File: config.mk
export PLATFORM = sky130hd
export DESIGN_NAME = bsg_fifo_rolly_replay_reader_flat
export DESIGN_NICKNAME = d
export VERILOG_FILES = /design/src/rtl/bsg_fifo_rolly_pkg.sv /design/src/rtl/bsg_fifo_rolly_replay_reader_if.sv /design/src/rtl/bsg_rolly_timeout_ctr.sv /design/src/rtl/bsg_fifo_rolly_replay_reader.sv /design/src/flat_wrapper.sv
export SDC_FILE = /design/constraint.sdc
export NUM_CORES = 1
export LEC_CHECK = 0
export ABC_AREA = 1
export CAP_MARGIN = 30
export CORE_MARGIN = 5
export CORE_UTILIZATION = 37
export DETAILED_ROUTE_END_ITERATION = 7
export GPL_TIMING_DRIVEN = 0
export PLACE_DENSITY = 0.78
export SLEW_MARGIN = 20
export SYNTH_ARGS = -nofsm -noshare
export SYNTH_HDL_FRONTEND = slang
export SYNTH_HIERARCHICAL = 1
export SYNTH_SLANG_ARGS = --single-unit
File: constraint.sdc
create_clock -name clk_i -period 2.1 [get_ports clk_i]
set_clock_uncertainty 0.05 [all_clocks]
set_input_delay 0.21 -clock clk_i [delete_from_list [all_inputs] [get_ports clk_i]]
set_output_delay 0.21 -clock clk_i [all_outputs]
set_load 0.02 [all_outputs]
File: src/rtl/bsg_fifo_rolly_pkg.sv
// Shared types for the rolly FIFO replay reader.
//  rr_state_e    : reader FSM states (send / wait for response / commit / rewind)
//  rr_resp_s     : link response as seen by the reader {v, ack}
//  rr_cnt_width  : counter width able to hold 0..max_val, never narrower than 1 bit
package bsg_fifo_rolly_pkg;

  typedef enum logic [1:0] {
    e_rr_send   = 2'd0,
    e_rr_wait   = 2'd1,
    e_rr_commit = 2'd2,
    e_rr_rewind = 2'd3
  } rr_state_e;

  typedef struct packed {
    logic v;
    logic ack;
  } rr_resp_s;

  function automatic int rr_cnt_width(input int max_val);
    return (max_val < 1) ? 1 : $clog2(max_val + 1);
  endfunction

endpackage

File: src/rtl/bsg_fifo_rolly_replay_reader_if.sv
// Downstream link between the replay reader and the consumer.
//  v, data, last : beat stream from reader (master) to link (slave)
//  ready         : link accepts the current beat
//  resp_v        : one-cycle response pulse, resp_ack qualifies it (1=ack, 0=nack)
interface bsg_fifo_rolly_replay_reader_if #(
  parameter int width_p = 32
);
  logic               v;
  logic [width_p-1:0] data;
  logic               last;
  logic               ready;
  logic               resp_v;
  logic               resp_ack;

  modport master (output v, data, last, input ready, resp_v, resp_ack);
  modport slave  (input v, data, last, output ready, resp_v, resp_ack);
endinterface

File: src/rtl/bsg_rolly_timeout_ctr.sv
// Saturating response-timeout counter.
//  clk_i, reset_ni : clock, async active-low reset
//  clear_i         : return count to zero (has priority over en_i)
//  en_i            : count one cycle
//  hit_o           : count has reached timeout_p-1; the counter parks there
module bsg_rolly_timeout_ctr
  import bsg_fifo_rolly_pkg::*;
#(
  parameter int timeout_p = 64
) (
  input  logic clk_i,
  input  logic reset_ni,
  input  logic clear_i,
  input  logic en_i,
  output logic hit_o
);
  localparam int                 cnt_w_lp = rr_cnt_width(timeout_p);
  localparam logic [cnt_w_lp-1:0] last_lp = cnt_w_lp'(timeout_p - 1);

  logic [cnt_w_lp-1:0] count;

  // count up while enabled, parking at the hit value so it never wraps
  always_ff @(posedge clk_i or negedge reset_ni) begin
    if (!reset_ni) begin
      count <= '0;
    end else if (clear_i) begin
      count <= '0;
    end else if (en_i && (count != last_lp)) begin
      count <= count + cnt_w_lp'(1);
    end
  end

  assign hit_o = (count == last_lp);
endmodule

File: src/rtl/bsg_fifo_rolly_replay_reader.sv
// Read-side consumer of the rolly FIFO: streams one packet to the link, waits
// for ack/nack, then checkpoints (forward) or rewinds and resends. After
// max_retries_p failed resends the packet is forwarded past and dropped.
//  clk_i, reset_ni         : clock, async active-low reset
//  fifo_v_i/data_i/last_i  : FIFO head beat
//  fifo_deq/rewind/forward : tracker read controls; fifo_incr_o is always 0
//  link (master)           : beat stream out, ready and response in
//  retry_cnt_o             : resends spent on the current packet
//  drop_o                  : one-cycle pulse when a packet is abandoned
//  oversize_o              : sticky, a packet ran past 2**lg_size_p beats
module bsg_fifo_rolly_replay_reader
  import bsg_fifo_rolly_pkg::*;
#(
  parameter int  width_p       = 32,
  parameter int  lg_size_p     = 4,
  parameter int  timeout_p     = 64,
  parameter int  max_retries_p = 3,
  localparam int retry_w_lp    = rr_cnt_width(max_retries_p)
) (
  input  logic                  clk_i,
  input  logic                  reset_ni,
  input  logic                  fifo_v_i,
  input  logic [width_p-1:0]    fifo_data_i,
  input  logic                  fifo_last_i,
  output logic                  fifo_deq_o,
  output logic                  fifo_rewind_o,
  output logic                  fifo_forward_o,
  output logic                  fifo_incr_o,
  bsg_fifo_rolly_replay_reader_if.master link,
  output logic [retry_w_lp-1:0] retry_cnt_o,
  output logic                  drop_o,
  output logic                  oversize_o
);
  localparam int                    beat_w_lp    = lg_size_p + 1;
  localparam logic [beat_w_lp-1:0]  pkt_max_lp   = beat_w_lp'(2 ** lg_size_p);
  localparam logic [beat_w_lp-1:0]  beat_sat_lp  = '1;
  localparam logic [retry_w_lp-1:0] retry_max_lp = retry_w_lp'(max_retries_p);

  rr_state_e             state, state_n;
  logic [retry_w_lp-1:0] retry_cnt, retry_cnt_n;
  logic [beat_w_lp-1:0]  beat_cnt, beat_cnt_n;
  logic                  oversize, oversize_n;
  logic                  v, deq, rewind, forward, drop;
  logic                  tmo_clear, tmo_en, tmo_hit;
  rr_resp_s              resp;

  assign resp = {link.resp_v, link.resp_ack};

  bsg_rolly_timeout_ctr #(.timeout_p(timeout_p)) timeout_ctr (
    .clk_i   (clk_i),
    .reset_ni(reset_ni),
    .clear_i (tmo_clear),
    .en_i    (tmo_en),
    .hit_o   (tmo_hit)
  );

  // state and counter registers
  always_ff @(posedge clk_i or negedge reset_ni) begin
    if (!reset_ni) begin
      state     <= e_rr_send;
      retry_cnt <= '0;
      beat_cnt  <= '0;
      oversize  <= 1'b0;
    end else begin
      state     <= state_n;
      retry_cnt <= retry_cnt_n;
      beat_cnt  <= beat_cnt_n;
      oversize  <= oversize_n;
    end
  end

  // next-state, counter updates and read-control decode
  always_comb begin
    state_n     = state;
    retry_cnt_n = retry_cnt;
    beat_cnt_n  = beat_cnt;
    oversize_n  = oversize;
    v           = 1'b0;
    deq         = 1'b0;
    rewind      = 1'b0;
    forward     = 1'b0;
    drop        = 1'b0;
    tmo_clear   = 1'b1;
    tmo_en      = 1'b0;
    case (state)
      e_rr_send: begin
        v   = fifo_v_i;
        deq = fifo_v_i & link.ready;
        if (deq) begin
          // one more beat than the FIFO can hold means the writer broke framing
          if (beat_cnt == pkt_max_lp) begin
            oversize_n = 1'b1;
          end else begin
            oversize_n = oversize;
          end
          if (fifo_last_i) begin
            beat_cnt_n = '0;
            state_n    = e_rr_wait;
          end else if (beat_cnt != beat_sat_lp) begin
            beat_cnt_n = beat_cnt + beat_w_lp'(1);
          end else begin
            beat_cnt_n = beat_cnt;
          end
        end else begin
          beat_cnt_n = beat_cnt;
        end
      end
      e_rr_wait: begin
        tmo_clear = 1'b0;
        tmo_en    = 1'b1;
        // an explicit response beats a coincident timeout
        if (resp.v) begin
          state_n = resp.ack ? e_rr_commit : e_rr_rewind;
        end else if (tmo_hit) begin
          state_n = e_rr_rewind;
        end else begin
          state_n = e_rr_wait;
        end
      end
      e_rr_commit: begin
        forward     = 1'b1;
        retry_cnt_n = '0;
        state_n     = e_rr_send;
      end
      e_rr_rewind: begin
        if (retry_cnt < retry_max_lp) begin
          rewind      = 1'b1;
          retry_cnt_n = retry_cnt + retry_w_lp'(1);
        end else begin
          // out of retries: step the checkpoint past the packet and give up
          forward     = 1'b1;
          drop        = 1'b1;
          retry_cnt_n = '0;
        end
        state_n = e_rr_send;
      end
      default: begin
        state_n = e_rr_send;
      end
    endcase
  end

  // the FIFO head can be valid while reset is held, so gate the stream with it
  assign link.v         = v & reset_ni;
  assign link.data      = fifo_data_i;
  assign link.last      = fifo_last_i;
  assign fifo_deq_o     = deq & reset_ni;
  assign fifo_rewind_o  = rewind;
  assign fifo_forward_o = forward;
  assign fifo_incr_o    = 1'b0;
  assign drop_o         = drop;
  assign retry_cnt_o    = retry_cnt;
  assign oversize_o     = oversize;
endmodule
File: src/flat_wrapper.sv
// flat-port wrapper written by rule: the top's interface ports become plain ports
module bsg_fifo_rolly_replay_reader_flat import bsg_fifo_rolly_pkg::*;
#(
  parameter int  width_p       = 32,
  parameter int  lg_size_p     = 4,
  parameter int  timeout_p     = 64,
  parameter int  max_retries_p = 3,
  localparam int retry_w_lp    = rr_cnt_width(max_retries_p)
)
  (clk_i, reset_ni, fifo_v_i, fifo_data_i, fifo_last_i, fifo_deq_o, fifo_rewind_o, fifo_forward_o, fifo_incr_o, retry_cnt_o, drop_o, oversize_o, link_v, link_data, link_last, link_ready, link_resp_v, link_resp_ack);
  bsg_fifo_rolly_replay_reader_if #(.width_p(width_p)) link_i ();
  input  logic clk_i;
  input  logic reset_ni;
  input  logic fifo_v_i;
  input  logic [width_p-1:0] fifo_data_i;
  input  logic fifo_last_i;
  output logic fifo_deq_o;
  output logic fifo_rewind_o;
  output logic fifo_forward_o;
  output logic fifo_incr_o;
  output logic [retry_w_lp-1:0] retry_cnt_o;
  output logic drop_o;
  output logic oversize_o;
  output wire logic [$bits(link_i.v)-1:0] link_v;
  output wire logic [$bits(link_i.data)-1:0] link_data;
  output wire logic [$bits(link_i.last)-1:0] link_last;
  input wire logic [$bits(link_i.ready)-1:0] link_ready;
  input wire logic [$bits(link_i.resp_v)-1:0] link_resp_v;
  input wire logic [$bits(link_i.resp_ack)-1:0] link_resp_ack;
  assign link_v = link_i.v;
  assign link_data = link_i.data;
  assign link_last = link_i.last;
  assign link_i.ready = link_ready;
  assign link_i.resp_v = link_resp_v;
  assign link_i.resp_ack = link_resp_ack;
  bsg_fifo_rolly_replay_reader #(.width_p(width_p), .lg_size_p(lg_size_p), .timeout_p(timeout_p), .max_retries_p(max_retries_p)) u_core (.clk_i(clk_i), .reset_ni(reset_ni), .fifo_v_i(fifo_v_i), .fifo_data_i(fifo_data_i), .fifo_last_i(fifo_last_i), .fifo_deq_o(fifo_deq_o), .fifo_rewind_o(fifo_rewind_o), .fifo_forward_o(fifo_forward_o), .fifo_incr_o(fifo_incr_o), .link(link_i), .retry_cnt_o(retry_cnt_o), .drop_o(drop_o), .oversize_o(oversize_o));
endmodule
==> impl_metrics.prom, run 1 <==
# TYPE chip_impl_metric gauge
chip_impl_metric{name="placedInstanceArea",unit="µm²"} 1840
chip_impl_metric{name="grtUsageTotal",unit="%"} 11.3
chip_impl_metric{name="max-cap-violations",unit=""} 0
chip_impl_metric{name="clkTransAtPathRegs",unit="ns"} 0.10
chip_impl_metric{name="hold_slack",unit="ns"} 0.432
chip_impl_metric{name="io_buffer_count",unit=""} 47
chip_impl_metric{name="cts-root-to-sink-buffers",unit=""} 2
chip_impl_info{name="synth_top_cell_by_area",value="sky130_fd_sc_hd__dfrtp_1"} 1
chip_impl_metric{name="core",unit="µm²"} 3390
chip_impl_metric{name="cp.buffers_inverters",unit=""} 2
chip_impl_metric{name="antenna-diode-count",unit=""} 0
chip_impl_metric{name="synth_cell_types",unit=""} 23
chip_impl_info{name="grt_setup_unrepaired",value="no"} 1
chip_impl_metric{name="netlist_instances",unit=""} 173
chip_impl_info{name="setup.worst_path.end_class",value="primary output"} 1
chip_impl_metric{name="placement_rows",unit=""} 21
chip_impl_metric{name="totalWireLength",unit="µm"} 2900
chip_impl_metric{name="timing.final.hold_violations",unit=""} 0
chip_impl_info{name="final_cell_mix",value="46 x sky130_fd_sc_hd__clkdlybuf4s50_1, 41 x sky130_fd_sc_hd__nand2_1, 34 x sky130_fd_sc_hd__buf_4"} 1
chip_impl_info{name="crit_type",value="reg2out"} 1
chip_impl_metric{name="net-switching-power",unit="µW"} 398
chip_impl_metric{name="tritoncts_num_sinks",unit=""} 17
chip_impl_metric{name="p_seq_share",unit="%"} 40.7
chip_impl_metric{name="pwr-share-clk",unit="%"} 16.6
chip_impl_info{name="worst_path_max_delay_cell",value="sky130_fd_sc_hd__clkdlybuf4s50_1"} 1
chip_impl_metric{name="dieArea",unit="µm²"} 4850
chip_impl_metric{name="grt_max_degree",unit=""} 18
chip_impl_metric{name="drt_first_iter_violations",unit=""} 51
chip_impl_metric{name="stdcell_count",unit=""} 271
chip_impl_info{name="crit_chain",value="inv_2, nand2_4, nor3b_1, clkdlybuf4s50_1"} 1
chip_impl_metric{name="area_growth_syn_to_layout",unit="%"} 43.1
chip_impl_metric{name="slew_headroom",unit="%"} 48.6
chip_impl_metric{name="ys_seq_elements",unit=""} 17
chip_impl_metric{name="detailedPlacementHpwl",unit="µm"} 2330
chip_impl_info{name="cp-start-kind",value="flip-flop"} 1
chip_impl_metric{name="final_design_area_no_fill",unit="µm²"} 1880
chip_impl_info{name="layout_commonest_cell",value="sky130_fd_sc_hd__clkdlybuf4s50_1"} 1
chip_impl_info{name="root_driver",value="sky130_fd_sc_hd__clkbuf_4"} 1
chip_impl_metric{name="antenna_found_initial",unit=""} 0
chip_impl_metric{name="wire_per_inst",unit="µm"} 10.7
chip_impl_metric{name="tightestPinTransition",unit="ns"} 0.768
chip_impl_metric{name="globalRoute.totalOverflow",unit=""} 0
chip_impl_metric{name="drtAntennaViolNets",unit=""} 0
chip_impl_metric{name="final_max_slew_viol_count",unit=""} 0
chip_impl_metric{name="initial_utilization",unit="%"} 38.8
chip_impl_metric{name="cp.required",unit="ns"} 1.84
chip_impl_metric{name="fin_tns_setup",unit="ns"} 0
chip_impl_info{name="synth_area_leaders",value="sky130_fd_sc_hd__dfrtp_1 32%, sky130_fd_sc_hd__buf_4 19%, sky130_fd_sc_hd__nand2_1 12%, sky130_fd_sc_hd__nand3_1 6.5%, sky130_fd_sc_hd__nor2_1 5.1%"} 1
chip_impl_metric{name="totalPowerFinal",unit="µW"} 1060
chip_impl_info{name="cp_top_family",value="buffers and inverters"} 1
chip_impl_metric{name="fin_nets",unit=""} 270
chip_impl_metric{name="die_height",unit="µm"} 69.6
chip_impl_info{name="clock_tree_from_tritoncts",value="done"} 1
chip_impl_metric{name="finalWeightedCongestion",unit=""} 0.811
chip_impl_metric{name="vias",unit=""} 1201
chip_impl_info{name="hold_path.class",value="reg2reg"} 1
chip_impl_metric{name="io_pins",unit=""} 81
chip_impl_metric{name="cellLeakagePower",unit="µW"} 0.000934
chip_impl_metric{name="drt_pass1_iterations",unit=""} 4
chip_impl_metric{name="first_global_vias",unit=""} 1088
chip_impl_metric{name="grt_first_pass_wirelength",unit="µm"} 4710
chip_impl_metric{name="final_layout_size_suffix_gt1_share",unit="%"} 24.9
chip_impl_metric{name="synth_nets",unit=""} 217
chip_impl_metric{name="n_fill_cell",unit=""} 311
chip_impl_metric{name="synthesis.area_per_instance",unit="µm²"} 7.60
chip_impl_metric{name="via_per_inst",unit=""} 4.43
chip_impl_metric{name="crit_fanout",unit=""} 5
chip_impl_metric{name="ys_seq_area_share",unit="%"} 32.4
chip_impl_metric{name="power_density",unit="nW/µm²"} 562
chip_impl_metric{name="vdd.ir_drop.worst",unit="mV"} 0.233
chip_impl_metric{name="achievable-frequency",unit="MHz"} 502
chip_impl_metric{name="yosys_warnings",unit=""} 6
chip_impl_metric{name="post-place-cells",unit=""} 266
chip_impl_metric{name="setup_violations",unit=""} 0
chip_impl_metric{name="cpPeakStageDelay",unit="ns"} 0.64
chip_impl_metric{name="switching_share_of_total_power",unit="%"} 37.6
chip_impl_info{name="outcome",value="finished, final reports clean"} 1
chip_impl_metric{name="power.combinational.fraction",unit="%"} 42.7
chip_impl_metric{name="remaining_drc_errors",unit=""} 0
chip_impl_metric{name="mappedNetlistArea",unit="µm²"} 1320
chip_impl_metric{name="die_width",unit="µm"} 69.6
chip_impl_metric{name="cts_buffers",unit=""} 3
chip_impl_metric{name="clkLatencyLatePin",unit="ns"} 0.29
chip_impl_metric{name="internal-power",unit="µW"} 660
chip_impl_metric{name="cts_max_level",unit=""} 1
chip_impl_metric{name="synth_top_area_share",unit="%"} 32.4
chip_impl_metric{name="period_minus_slack",unit="ns"} 1.99
chip_impl_metric{name="final_min_period_over_clock_period",unit="%"} 94.8
chip_impl_metric{name="cp_data_arrival_time",unit="ns"} 1.73
-- power by group through the flow --
stage	sequential [µW]	combinational (µW)	clock, µW
final	431	451	176
after global routing	440	497	195
after CTS	430	457	182
after detailed placement	435	453	0
after global placement	434	444	0
after floorplan	446	269	0
-- tightest hold or removal path, delay by kind of cell, from the launching register on --
family,cells,cell delay [ns]
flip-flops,1,0.36
AND/OR/NAND/NOR,1,0.05
buffers and inverters,1,0.05
-- sequential cells by signal, indices dropped and copies added, names as in the netlist --
name	count
u_core/beat_cnt	5
u_core/state	2
u_core/timeout_ctr/count	7
u_core/oversize_o	1
u_core/retry_cnt_o	2
-- cells in the mapped netlist --
master                     count
sky130_fd_sc_hd__nand2_1      41
sky130_fd_sc_hd__buf_4        34
sky130_fd_sc_hd__nor2_1       18
sky130_fd_sc_hd__dfrtp_1      17
sky130_fd_sc_hd__nand3_1      17
sky130_fd_sc_hd__inv_1        14
sky130_fd_sc_hd__ha_1          5
sky130_fd_sc_hd__nand2_4       4
sky130_fd_sc_hd__nand4_1       4
sky130_fd_sc_hd__inv_2         3
sky130_fd_sc_hd__nor2_4        3
sky130_fd_sc_hd__a21oi_1       2
sky130_fd_sc_hd__a22o_2        1
sky130_fd_sc_hd__clkinv_2      1
sky130_fd_sc_hd__clkinv_4      1
sky130_fd_sc_hd__conb_1        1
sky130_fd_sc_hd__nand2_8       1
sky130_fd_sc_hd__nand3_2       1
sky130_fd_sc_hd__nor2_2        1
sky130_fd_sc_hd__nor3b_1       1
sky130_fd_sc_hd__o21ai_0       1
sky130_fd_sc_hd__o21ai_1       1
sky130_fd_sc_hd__or2_2         1
-- layer usage --
layer	GRT usage [%]	part of all wire [%]	vias up
met4	1.91	0.41	0
met2	20.1	48	55
met5	0	0	-
li1	-	-	615
met3	4.35	10	2
met1	13.0	42	529
-- stage by stage --
step	utilization, %	setup WS [ns]
3_3_place_gp	54.4	-0.449
2_1_floorplan	-	0.598
3_5_place_dp	54.4	-0.501
4_1_cts	55.5	0.0684
6_report	55.5	0.109
5_1_grt	55.5	0.0178
-- final timing paths --
check / start / to / slack (ns) / cells past startpoint
worst max-delay path: u_core/state[1] / fifo_deq_o / 0.11 / 4
worst min-delay path: u_core/oversize_o / u_core/oversize_o / 0.43 / 2
worst max register to register: u_core/state[0] / u_core/timeout_ctr/count[0] / 0.32 / 7
worst min register to register: u_core/oversize_o / u_core/oversize_o / 0.43 / 2
min in group asynchronous: reset_ni / u_core/timeout_ctr/count[1] / 0.61 / 2
max in group asynchronous: reset_ni / u_core/state[1] / 0.92 / 2
-- repair_timing --
action,in CTS,in global routing
setup buffers,0,0
hold buffers,1,0
endpoints found under the setup margin,2,0
resized for setup,3,0
endpoints found under the hold margin,17,0
-- area by class of cell --
| class | count | area (µm²) | share of cell area, % |
|---|---|---|---|
| multi-input combinational | 103 | 557 | 29.6 |
| tap | 46 | 57.6 | 3.06 |
| buffer | 34 | 255 | 13.6 |
| clock buffer | 3 | 22.5 | 1.20 |
| timing repair buffer | 48 | 482 | 25.6 |
| inverter | 19 | 77.6 | 4.12 |
| clock inverter | 1 | 5.00 | 0.266 |
| sequential | 17 | 425 | 22.6 |
-- cell families after synthesis --
group	Yosys count	synth area share, %
AO/OA/AOI/OAI	5	2.28
adder cells (fa/ha/maj)	5	4.76
buffers and inverters	53	25.3
flip-flops	17	32.4
other	1	0.285
AND/OR/NAND/NOR	92	35.0
(Power assumes the default switching activity.)
==> run 2, diff against run 1 <==
==> constraint.sdc (replaced) <==
create_clock -name clk_i -period 2.2 [get_ports clk_i]
set_clock_uncertainty 0.05 [all_clocks]
set_input_delay 0.22 -clock clk_i [delete_from_list [all_inputs] [get_ports clk_i]]
set_output_delay 0.22 -clock clk_i [all_outputs]
set_load 0.02 [all_outputs]
==> results of run 2 <==
The final DEF is identical to that of run 1. Status: finished, final reports clean.
Main changes from that run: setup slack after placement -0.501 ns -> -0.421 ns; setup slack after layout 0.109 ns -> 0.199 ns; register-to-register setup slack 0.32 ns -> 0.42 ns; total power 1060 µW -> 1010 µW; worst IR drop on VDD 0.233 mV -> 0.222 mV
==> run 3, diff against run 2 <==
--- a/config.mk
+++ b/config.mk
@@ -6,7 +6,6 @@
 export NUM_CORES = 1
 export LEC_CHECK = 0
 export ABC_AREA = 1
-export CAP_MARGIN = 30
 export CORE_MARGIN = 5
 export CORE_UTILIZATION = 37
 export DETAILED_ROUTE_END_ITERATION = 7
==> results of run 3 <==
The final DEF is identical to that of run 1. Status: finished, final reports clean.
Main changes from that run: setup slack after placement -0.501 ns -> -0.421 ns; setup slack after layout 0.109 ns -> 0.199 ns; register-to-register setup slack 0.32 ns -> 0.42 ns; total power 1060 µW -> 1010 µW; worst IR drop on VDD 0.233 mV -> 0.222 mV
